**src/rtl/wash_motor_sequencer_pkg.sv**
```systemverilog
// Shared definitions for the wash-phase drum motor sequencer.
// State encodings are 3-bit; default segment lengths are in ticks, where
// one tick is the 1 s timebase pulse supplied by the washer controller.
package wash_motor_sequencer_pkg;

    localparam int RUN_T_DEF   = 4;
    localparam int PAUSE_T_DEF = 2;
    localparam int CYC_W_DEF   = 6;
    localparam int TIME_W_DEF  = 4;

    typedef enum logic [2:0] {
        ST_IDLE  = 3'd0,
        ST_FWD   = 3'd1,
        ST_P1    = 3'd2,
        ST_REV   = 3'd3,
        ST_P2    = 3'd4,
        ST_DONE  = 3'd5,
        ST_ESTOP = 3'd6
    } state_t;

    // A sequence counts as busy from acceptance up to and including DONE.
    function automatic logic busy_state(input state_t s);
        case (s)
            ST_FWD, ST_P1, ST_REV, ST_P2, ST_DONE: busy_state = 1'b1;
            default:                               busy_state = 1'b0;
        endcase
    endfunction

endpackage

```
**src/rtl/wash_motor_sequencer_seg_timer.sv**
```systemverilog
// Segment timer: loadable down-counter advanced by the tick pulse.
// Load has priority over tick, so a tick on the load clock is not counted.
// expired flags the tick that arrives while the count is already zero.
module wash_motor_sequencer_seg_timer #(
    parameter int TIME_W = 4
) (
    input  logic              clk,
    input  logic              rst,
    input  logic              i_load,
    input  logic [TIME_W-1:0] i_load_val,
    input  logic              i_tick,
    output logic              o_expired
);

    localparam logic [TIME_W-1:0] T_ONE = TIME_W'(1'b1);

    logic [TIME_W-1:0] r_count;

    // Count register: reload on segment entry, otherwise decrement per tick down to zero.
    always_ff @(posedge clk) begin
        if (!rst) begin
            r_count <= '0;
        end else if (i_load) begin
            r_count <= i_load_val;
        end else if (i_tick && (r_count != '0)) begin
            r_count <= r_count - T_ONE;
        end else begin
            r_count <= r_count;
        end
    end

    assign o_expired = i_tick && (r_count == '0);

endmodule

```
**src/rtl/wash_motor_sequencer.sv**
```systemverilog
// Wash-phase drum motor sequencer: forward run, pause, reverse run, pause,
// repeated for the requested number of cycles. Emergency forces the motor
// off and latches alarm until it is released. Both directions are never
// driven together and are always separated by a pause segment.
// Optional build macro WASH_SOFTSTART_EN: forward drive pulses on/off per
// tick during the first forward segment of each sequence.
module wash_motor_sequencer
    import wash_motor_sequencer_pkg::*;
#(
    parameter int RUN_T   = RUN_T_DEF,
    parameter int PAUSE_T = PAUSE_T_DEF,
    parameter int CYC_W   = CYC_W_DEF,
    parameter int TIME_W  = TIME_W_DEF
) (
    input  logic             clk,
    input  logic             rst,
    input  logic             tick,
    input  logic             start,
    input  logic [CYC_W-1:0] cycles,
    input  logic             emergency,
    output logic             zheng,
    output logic             fan,
    output logic             busy,
    output logic             done,
    output logic             alarm,
    output logic [CYC_W-1:0] cyc_left
);

    localparam logic [TIME_W-1:0] RUN_LOAD   = TIME_W'(RUN_T - 1);
    localparam logic [TIME_W-1:0] PAUSE_LOAD = TIME_W'(PAUSE_T - 1);
    localparam logic [CYC_W-1:0]  CYC_ONE    = CYC_W'(1'b1);

    state_t            r_state;
    state_t            w_state_nxt;
    logic [CYC_W-1:0]  r_cyc_left;
    logic [CYC_W-1:0]  w_cyc_nxt;
    logic              w_load;
    logic [TIME_W-1:0] w_load_val;
    logic              w_expired;

    logic r_zheng, r_fan, r_busy, r_done, r_alarm;
    logic w_zheng_nxt, w_fan_nxt, w_busy_nxt, w_done_nxt, w_alarm_nxt;

    wash_motor_sequencer_seg_timer #(
        .TIME_W (TIME_W)
    ) u_seg_timer (
        .clk        (clk),
        .rst        (rst),
        .i_load     (w_load),
        .i_load_val (w_load_val),
        .i_tick     (tick),
        .o_expired  (w_expired)
    );

    // Next-state, timer reload and cycle-count decisions; emergency overrides everything.
    always_comb begin
        w_state_nxt = r_state;
        w_cyc_nxt   = r_cyc_left;
        w_load      = 1'b0;
        w_load_val  = RUN_LOAD;
        if (emergency) begin
            w_state_nxt = ST_ESTOP;
            w_cyc_nxt   = '0;
            w_load      = 1'b1;
            w_load_val  = '0;
        end else begin
            case (r_state)
                ST_IDLE: begin
                    if (start) begin
                        w_cyc_nxt = cycles;
                        if (cycles == '0) begin
                            w_state_nxt = ST_DONE;
                        end else begin
                            w_state_nxt = ST_FWD;
                            w_load      = 1'b1;
                            w_load_val  = RUN_LOAD;
                        end
                    end else begin
                        w_state_nxt = ST_IDLE;
                    end
                end
                ST_FWD: begin
                    if (w_expired) begin
                        w_state_nxt = ST_P1;
                        w_load      = 1'b1;
                        w_load_val  = PAUSE_LOAD;
                    end else begin
                        w_state_nxt = ST_FWD;
                    end
                end
                ST_P1: begin
                    if (w_expired) begin
                        w_state_nxt = ST_REV;
                        w_load      = 1'b1;
                        w_load_val  = RUN_LOAD;
                    end else begin
                        w_state_nxt = ST_P1;
                    end
                end
                ST_REV: begin
                    if (w_expired) begin
                        w_state_nxt = ST_P2;
                        w_load      = 1'b1;
                        w_load_val  = PAUSE_LOAD;
                    end else begin
                        w_state_nxt = ST_REV;
                    end
                end
                ST_P2: begin
                    if (w_expired) begin
                        w_cyc_nxt = r_cyc_left - CYC_ONE;
                        if (r_cyc_left == CYC_ONE) begin
                            w_state_nxt = ST_DONE;
                        end else begin
                            w_state_nxt = ST_FWD;
                            w_load      = 1'b1;
                            w_load_val  = RUN_LOAD;
                        end
                    end else begin
                        w_state_nxt = ST_P2;
                    end
                end
                ST_DONE:  w_state_nxt = ST_IDLE;
                ST_ESTOP: w_state_nxt = ST_IDLE;
                default: begin
                    w_state_nxt = ST_IDLE;
                    w_cyc_nxt   = '0;
                end
            endcase
        end
    end

`ifdef WASH_SOFTSTART_EN
    logic r_first_fwd, r_soft_on;
    logic w_first_nxt, w_soft_nxt;

    // Soft-start tracking: first forward segment of a sequence toggles drive per tick.
    always_comb begin
        w_first_nxt = r_first_fwd;
        w_soft_nxt  = r_soft_on;
        if (w_state_nxt != ST_FWD) begin
            w_first_nxt = 1'b0;
            w_soft_nxt  = 1'b1;
        end else if (r_state != ST_FWD) begin
            w_first_nxt = (r_state == ST_IDLE);
            w_soft_nxt  = 1'b1;
        end else if (tick) begin
            w_soft_nxt  = ~r_soft_on;
        end else begin
            w_soft_nxt  = r_soft_on;
        end
        w_zheng_nxt = (w_state_nxt == ST_FWD) && (!w_first_nxt || w_soft_nxt);
    end

    // Soft-start registers.
    always_ff @(posedge clk) begin
        if (!rst) begin
            r_first_fwd <= 1'b0;
            r_soft_on   <= 1'b1;
        end else begin
            r_first_fwd <= w_first_nxt;
            r_soft_on   <= w_soft_nxt;
        end
    end
`else
    // Forward drive is steady for the whole forward segment.
    always_comb begin
        w_zheng_nxt = (w_state_nxt == ST_FWD);
    end
`endif

    // Output decode from the upcoming state; done fires on the DONE->IDLE step.
    always_comb begin
        w_fan_nxt   = (w_state_nxt == ST_REV);
        w_busy_nxt  = busy_state(w_state_nxt);
        w_done_nxt  = (r_state == ST_DONE) && (w_state_nxt == ST_IDLE);
        w_alarm_nxt = (w_state_nxt == ST_ESTOP);
    end

    // State, cycle counter and registered outputs.
    always_ff @(posedge clk) begin
        if (!rst) begin
            r_state    <= ST_IDLE;
            r_cyc_left <= '0;
            r_zheng    <= 1'b0;
            r_fan      <= 1'b0;
            r_busy     <= 1'b0;
            r_done     <= 1'b0;
            r_alarm    <= 1'b0;
        end else begin
            r_state    <= w_state_nxt;
            r_cyc_left <= w_cyc_nxt;
            r_zheng    <= w_zheng_nxt;
            r_fan      <= w_fan_nxt;
            r_busy     <= w_busy_nxt;
            r_done     <= w_done_nxt;
            r_alarm    <= w_alarm_nxt;
        end
    end

    assign zheng    = r_zheng;
    assign fan      = r_fan;
    assign busy     = r_busy;
    assign done     = r_done;
    assign alarm    = r_alarm;
    assign cyc_left = r_cyc_left;

endmodule

```
**config.mk**
```make
export PLATFORM = sky130hd
export DESIGN_NAME = wash_motor_sequencer
export DESIGN_NICKNAME = d
export VERILOG_FILES = /design/src/rtl/wash_motor_sequencer_pkg.sv /design/src/rtl/wash_motor_sequencer_seg_timer.sv /design/src/rtl/wash_motor_sequencer.sv
export SDC_FILE = /design/constraint.sdc
export NUM_CORES = 1
export LEC_CHECK = 0
export ABC_AREA = 0
export CAP_MARGIN = 30
export CORE_MARGIN = 2
export CORE_UTILIZATION = 28
export DETAILED_ROUTE_END_ITERATION = 10
export PLACE_DENSITY_LB_ADDON = 0.12
export SLEW_MARGIN = 20
export SYNTH_ARGS = -nofsm -noshare
export SYNTH_HDL_FRONTEND = slang
export SYNTH_HIERARCHICAL = 1
export SYNTH_SLANG_ARGS = --single-unit
export TNS_END_PERCENT = 100
```
**constraint.sdc**
```tcl
create_clock -name clk -period 2 [get_ports clk]
set_input_delay 0.3 -clock clk [delete_from_list [all_inputs] [get_ports clk]]
set_output_delay 0.3 -clock clk [all_outputs]
set_load 0.02 [all_outputs]
```
==> summary.txt, run 1 <==
Run status
  • Status: complete, no violations

Synth
  • Sequential share of the synthesized area: between 30 and 40%
  • Cell taking the most area after synthesis: dfxtp_1
  • Mapped Area: between 1000 and 1500 µm²
  • Synthesis Warnings: 6
  • Prevailing post-synth register cell: dfxtp_1
  • Dominant cell by count in the synthesized netlist: dfxtp_1
  • EDFF count, synth: 0
  • Most instantiated cells after synthesis: 18 x dfxtp_1, 12 x nand2_1, 8 x nand3_1
  • Post-synthesis cell count: 140
  • Share of the synthesized area in the top cell type: about 30%
  • Synth Register Bits: 18
  • Synth unique cells: 51
  • Avg Cell Area, Syn: 8.48 µm²
  • Synth top area cells: dfxtp_1 30%, nand2_1 3.8%, a31oi_1 3.7%
  • Asr flop ratio synth: 0%

Power
  • Combinational Power Share: between 30% and 40%
  • Pint: between 0.0007 and 0.0008 W
  • VDD IR max: 302 µV
  • Total power: between 0.001 and 0.0015 W
  • Clock power frac: slightly below 30%
  • Part of the power in registers: 38.5%
  • Sw frac: 30.2%
  • Leakage: ~0.65 nW
  • P_sw: 0.000313 W
  • PwrDens: 624 nW/µm²

Clock tree
  • Bufs on Longest Clock Path: 2
  • Reg clk slew, reported paths: around 0.08 ns
  • Root Buffer: clkbuf_8
  • Inserted Clock Buffers: 3
  • Htree depth: 1
  • Clock Sinks: 18
  • TritonCTS clock tree: built
  • Clock Latency Late Sink: around 0.25 ns

Setup path
  • Reg-to-Reg Start: u_seg_timer/r_count[0]$_SDFFE_PN0P_
  • Crit Path Category: flip-flop to flip-flop
  • Worst-path cell chain: inv_1, ha_1, nand2_2, nor3_2, buf_4, buf_4, mux2_4, a211oi_4, nor2_2, and3_1
  • Crit end category: flip-flop
  • Crit path launch: u_seg_timer/r_count[0]$_SDFFE_PN0P_
  • Slowest CP cell: dfxtp_2
  • CP most frequent cell: buf_4
  • CP required: roughly 2.2 ns
  • Critical Path Start Type: flip-flop
  • Endpoint arrival time on the critical path: between 2 and 2.5 ns
  • Largest stage delay on the critical path: roughly 0.33 ns
  • CP max FO: 6

Route
  • WL final: around 3200 µm
  • DRT Pass-1 Iters: 4
  • Vias per std cell: about 5.1
  • DR DRC count: 0
  • Antenna-violating nets left: 0
  • Routed WL per cell: 13.7 µm
  • Via count: around 1200
  • Initial DRC count: between 60 and 70

Timing
  • Worst Skew: around 0.0046 ns
  • Final setup margin: 0.102 ns
  • F_max: 0.527 GHz
  • Fin crit share: 94.9%
  • Setup violations, final: 0
  • Final min period: 1.90 ns
  • Slew Viols, Final: 0
  • Worst hold slack: approximately 0.52 ns
  • Endpoints failing hold: 0

Cells and area
  • Filler cells: roughly 420
  • Ant. Diodes: 0
  • Area grow syn2layout: 39.9%
  • Finished Core Util: 41.2%
  • Non-Filler Cell Area, Final: between 1500 and 2000 µm²
  • Share of cells above drive strength 1: a little over a quarter
  • Nets@finish: around 200

GRT
  • Total gr overflow: 0
  • Initial antenna violation count: 0
  • Largest net degree at the start of global routing: 17
  • Global-route wire length before repair: 5440 µm
  • Overall Global Routing Usage: 13.6%
  • Vias in the first global route: ~1100

Place
  • Port bufs: 21
  • Final HPWL DP: 2430 µm
  • Gpl congestion: between 0.8 and 0.9
  • Cell Area, Placed: about 1600 µm²
  • Worst slack at placement: -0.139 ns

Floorplan
  • Initial core utilization: about 29%
  • Die X: 69.1 µm
  • Die area: about 4800 µm²
  • Number of core rows: 23
  • Die H: 69.1 µm
  • Ports: 22
  • Core area: around 4000 µm²

Min path
  • Worst Min Path Start: cyc_left[1]$_SDFFE_PP0P_
  • HP Class: flip-flop to flip-flop

Flow run
  • Max-cap viol count: 0
## placed cells by master, fill, tap and decap left out, types with 4 or more instances in the layout
| cell | instances |
|---|---|
| a21oi_1 | 5 |
| o21ai_0 | 4 |
| inv_1 | 7 |
| nand3_1 | 8 |
| nor3_1 | 4 |
| nor2_1 | 7 |
| nand2_1 | 11 |
| clkdlybuf4s50_1 | 21 |
| clkbuf_8 | 4 |
| buf_4 | 24 |
| dfxtp_1 | 16 |
| a31oi_1 | 7 |
| nand4_1 | 4 |
## cells by family after synthesis
kind of cell    count (synthesis)  share of synthesized area, %
compound gates                 34                          22.0
xor+xnor                        1                         0.738
fa+ha+maj                       3                          3.16
buf+inv                        14                          6.22
flops                          18                          30.3
mux                             2                          2.11
other cells                     1                         0.316
simple gates                   67                          35.1
## registers in the layout, summed over array words and instances, names as in the netlist
| register | flops |
|---|---|
| alarm | 1 |
| busy | 1 |
| cyc_left | 6 |
| done | 1 |
| fan | 1 |
| r_state | 3 |
| u_seg_timer/r_count | 4 |
| zheng | 1 |
## power by group through the flow
stage | clock (W) | combinational (W) | sequential (W)
floorplan | 0 | 0.000186 | 0.000414
global placement | 0 | 0.000311 | 0.000405
detailed placement | 0 | 0.000314 | 0.000406
CTS | 0.000318 | 0.000316 | 0.000399
global route | 0.000330 | 0.000364 | 0.000402
finish | 0.000304 | 0.000333 | 0.000399
## metal layers
layer	global-route usage (%)	part of all wire, %	up-vias
met5	0	0	-
met4	3.92	1.1	0
met2	22.4	50	22
met1	18.6	46	573
met3	1.75	3.1	4
li1	-	-	600
## critical path: cells and delay by family (launching register included)
family	cells	cell delay (ns)
AND/OR/NAND/NOR	4	0.37
flip-flops	1	0.33
buffers and inverters	3	0.33
AO/OA/AOI/OAI	1	0.29
multiplexers	1	0.26
adder cells (fa/ha/maj)	1	0.22
## final timing paths
path / to / slack, ns / cells past startpoint
worst min-delay path: cyc_left[1]$_SDFFE_PP0P_ / 0.52 / 2
worst min register to register: cyc_left[1]$_SDFFE_PP0P_ / 0.52 / 2
worst max-delay path: zheng$_SDFF_PN0_ / 0.10 / 10
worst max register to register: zheng$_SDFF_PN0_ / 0.10 / 10
## stage by stage
stage / std cells / setup TNS [ns]
after detailed placement: 225 / -0.654
after global placement: 225 / -0.393
after CTS: 229 / 0
after global routing: 233 / -0.0208
final: 233 / 0
after floorplan: 141 / 0
## repair_timing
action                                  in CTS  in global routing
hold buffers                                 0                  0
endpoints found under the setup margin       1                  6
pin swaps                                    0                  2
setup buffers                                0                  4
cloned                                       0                  0
resized for setup                            1                  3
## cell type report
cell class | instances | area [µm²] | area share (%)
Timing Repair Buffer | 45 | 390 | 23.5
Clock buffer | 4 | 55.1 | 3.31
Sequential cell | 18 | 363 | 21.8
Inverter | 7 | 26.3 | 1.58
Tap cell | 50 | 62.6 | 3.77
Multi-Input combinational cell | 109 | 764 | 46.0
Note: power is estimated with default switching activity, not from simulation.
==> run 2, diff against run 1 <==
--- a/config.mk
+++ b/config.mk
@@ -11,7 +11,6 @@
 export CORE_UTILIZATION = 28
 export DETAILED_ROUTE_END_ITERATION = 10
 export PLACE_DENSITY_LB_ADDON = 0.12
-export SLEW_MARGIN = 20
 export SYNTH_ARGS = -nofsm -noshare
 export SYNTH_HDL_FRONTEND = slang
 export SYNTH_HIERARCHICAL = 1
==> results of run 2 <==
Same layout as run 1: the final DEF is identical, and so are final timing and power.
==> run 3, diff against run 2 <==
--- a/config.mk
+++ b/config.mk
@@ -9,7 +9,9 @@
 export CAP_MARGIN = 30
 export CORE_MARGIN = 2
 export CORE_UTILIZATION = 28
+export CTS_CLUSTER_DIAMETER = 50
 export DETAILED_ROUTE_END_ITERATION = 10
+export GPL_TIMING_DRIVEN = 0
 export PLACE_DENSITY_LB_ADDON = 0.12
 export SYNTH_ARGS = -nofsm -noshare
 export SYNTH_HDL_FRONTEND = slang
==> summary.txt, run 3 (synthesized netlist as in run 1, its figures left out) <==
Route
  • DR top layer: met4
  • Antenna-violating nets left: 0 (unchanged)
  • Routed WL per cell: 15.0 µm (+9.2%)
  • WL final: 3320 µm (+4.0%)
  • Vias per std cell: 5.26 (+2.2%)
  • Met1 Routed Length: 1550 µm (+5.5%)
  • DRT Pass-1 Iters: 4 (unchanged)
  • Met2 routed WL: 1710 µm (+7.5%)
  • Wire length on met3: 50 µm (-49%)
  • Initial DRC count: 60 (-1.6%)
  • Via count: 1167 (-2.7%)
  • DR DRC count: 0 (unchanged)

Place
  • Final HPWL DP: 2300 µm (-5.3%)
  • Port bufs: 21 (unchanged)
  • DP Cell Count: 212 (-5.8%)
  • Gpl congestion: 0.804 (+0.26%)

Timing
  • Slew Viols, Final: 0 (unchanged)
  • Worst Skew: 0.0103 ns (+0.00568 ns)
  • TNS Setup: 0 ns (unchanged)
  • Endpoints failing hold: 0 (unchanged)
  • RSZ-0062 raised after global routing: false
  • Final min period: 1.87 ns (-0.0324 ns)
  • Fin crit share: 93.3% (-1.6 points)
  • Setup violations, final: 0 (unchanged)
  • F_max: 0.536 GHz (+1.7%)

Power
  • Total power: 0.00105 W (+1.3%)
  • PwrDens: 639 nW/µm² (+2.3%)
  • Leakage: 0.612 nW (-6.3%)
  • VDD IR max: 279 µV (-7.8%)

Setup path
  • CP max FO: 5 (-1)
  • Crit path launch: u_seg_timer/r_count[1]$_SDFFE_PN0P_
  • Endpoint arrival time on the critical path: 2.00 ns (-0.04 ns)
  • Cell depth of the worst flop-to-flop path: 11 (+1)
  • Crit end category: flip-flop
  • Reg-to-Reg Start: u_seg_timer/r_count[1]$_SDFFE_PN0P_
  • Critical Path Start Type: flip-flop
  • Crit Path Category: flip-flop to flip-flop
  • Reg2reg setup slack: 0.13 ns (+0.03 ns)
  • Critical Path Sink: u_seg_timer/r_count[0]$_SDFFE_PN0P_
  • CP required: 2.14 ns (about the same)
  • FF-to-FF End: u_seg_timer/r_count[0]$_SDFFE_PN0P_

Clock tree
  • Htree depth: 1 (unchanged)
  • Reg clk slew, reported paths: 0.08 ns (about the same)
  • Clock Latency Late Sink: 0.26 ns (about the same)
  • Inserted Clock Buffers: 3 (unchanged)
  • TritonCTS clock tree: built
  • Clock Sinks: 18 (unchanged)
  • Root Buffer: clkbuf_8
  • Bufs on Longest Clock Path: 2 (unchanged)
  • Cts hold-fix bufs: 0 (unchanged)

Cells and area
  • Commonest non-fill, non-tap cells in the layout: 20 x clkdlybuf4s50_1, 16 x dfxtp_1, 11 x nand2_1
  • Commonest non-fill, non-tap cell in the layout: clkdlybuf4s50_1
  • Area grow syn2layout: 38.5%
  • Share of cells above drive strength 1: 26.7% (+0.51 points)
  • Non-Filler Instances: 222 (-4.7%)
  • Largest register FFs: 6 (unchanged)
  • Nets@finish: 187 (-5.6%)
  • Ant. Diodes: 0 (unchanged)

GRT
  • Largest net degree at the start of global routing: 12 (-5)
  • Total gr overflow: 0 (unchanged)
  • Initial antenna violation count: 0 (unchanged)
  • Overall Global Routing Usage: 13.9% (+0.21 points)
  • Vias in the first global route: 1135 (+2.3%)
  • Global-route wire length before repair: 5420 µm (-0.26%)

Floorplan
  • Die area: 4780 µm² (unchanged)
  • Number of core rows: 23 (unchanged)
  • Die X: 69.1 µm (unchanged)
  • Initial core utilization: 29.5% (unchanged)
  • Die H: 69.1 µm (unchanged)
  • Ports: 22 (unchanged)
  • Core area: 4030 µm² (unchanged)

Run status
  • Status: complete, no violations

Flow run
  • Max-cap viol count: 0 (unchanged)

Min path
  • Hold depth: 2 (unchanged)
  • HP Class: flip-flop to flip-flop
==> run 3: repair_timing <==
| action | CTS | global route |
|---|---|---|
| endpoints found under the hold margin | 0 | 0 |
| resized for setup | 10 | 10 |
| cloned | 0 | 1 |
| buffers inserted | 4 | 2 |
| endpoints found under the setup margin | 11 | 9 |
| pin swaps | 1 | 7 |
==> run 3: worst min-delay path by stage <==
stage,startpoint,to,slack [ns]
global route,cyc_left[1]$_SDFFE_PP0P_,cyc_left[1]$_SDFFE_PP0P_,0.56
detailed placement,cyc_left[1]$_SDFFE_PP0P_,cyc_left[1]$_SDFFE_PP0P_,0.51
finish,cyc_left[1]$_SDFFE_PP0P_,cyc_left[1]$_SDFFE_PP0P_,0.53
global placement,cyc_left[5]$_SDFFE_PP0P_,cyc_left[5]$_SDFFE_PP0P_,0.51
floorplan,rst,r_state[2]$_SDFF_PN0_,0.43
CTS,cyc_left[1]$_SDFFE_PP0P_,cyc_left[1]$_SDFFE_PP0P_,0.52
==> run 3: metrics by stage <==
stage | hold slack [ns] | setup WS, ns | cell area (µm²) | util, %
floorplan | 0.428 | 0.0735 | 1190 | -
global placement | 0.513 | -0.710 | 1470 | 36.4
detailed placement | 0.513 | -0.715 | 1470 | 36.4
CTS | 0.524 | 0.00448 | 1580 | 39.3
global route | 0.558 | 0.00461 | 1640 | 40.8
finish | 0.531 | 0.134 | 1640 | 40.8
==> run 3: per-layer routing <==
layer	vias to the layer above	global-route usage [%]
met3	2	2.19
met2	11	24.9
met4	0	3.27
li1	576	-
met1	578	17.2
met5	-	0
==> run 3: final cells by class <==
cell class | instances | area, µm²
well taps | 50 | 62.6
flip-flops and latches | 18 | 363
multi-input cells | 109 | 826
repair buffers | 28 | 262
plain buffers | 6 | 50.0
fillers | 427 | 2380
inverters | 7 | 26.3
clock buffers | 4 | 55.1
==> run 3: where the power goes <==
| part | internal, W | switching [W] |
|---|---|---|
| sequential | 0.000381 | 0.0000225 |
| combinational | 0.000163 | 0.000177 |
| clock | 0.000175 | 0.000130 |
==> run 3: worst max-delay path: stages (launching register included) <==
cell and delay [ns]:
dfxtp_2 0.33, inv_2 0.08, ha_4 0.15, nand2_4 0.06
nor3_4 0.25, a21boi_2 0.26, a31oi_1 0.12, o21ai_2 0.11
clkbuf_8 0.19, nor2_1 0.04, nand4_1 0.08, nand3_1 0.08
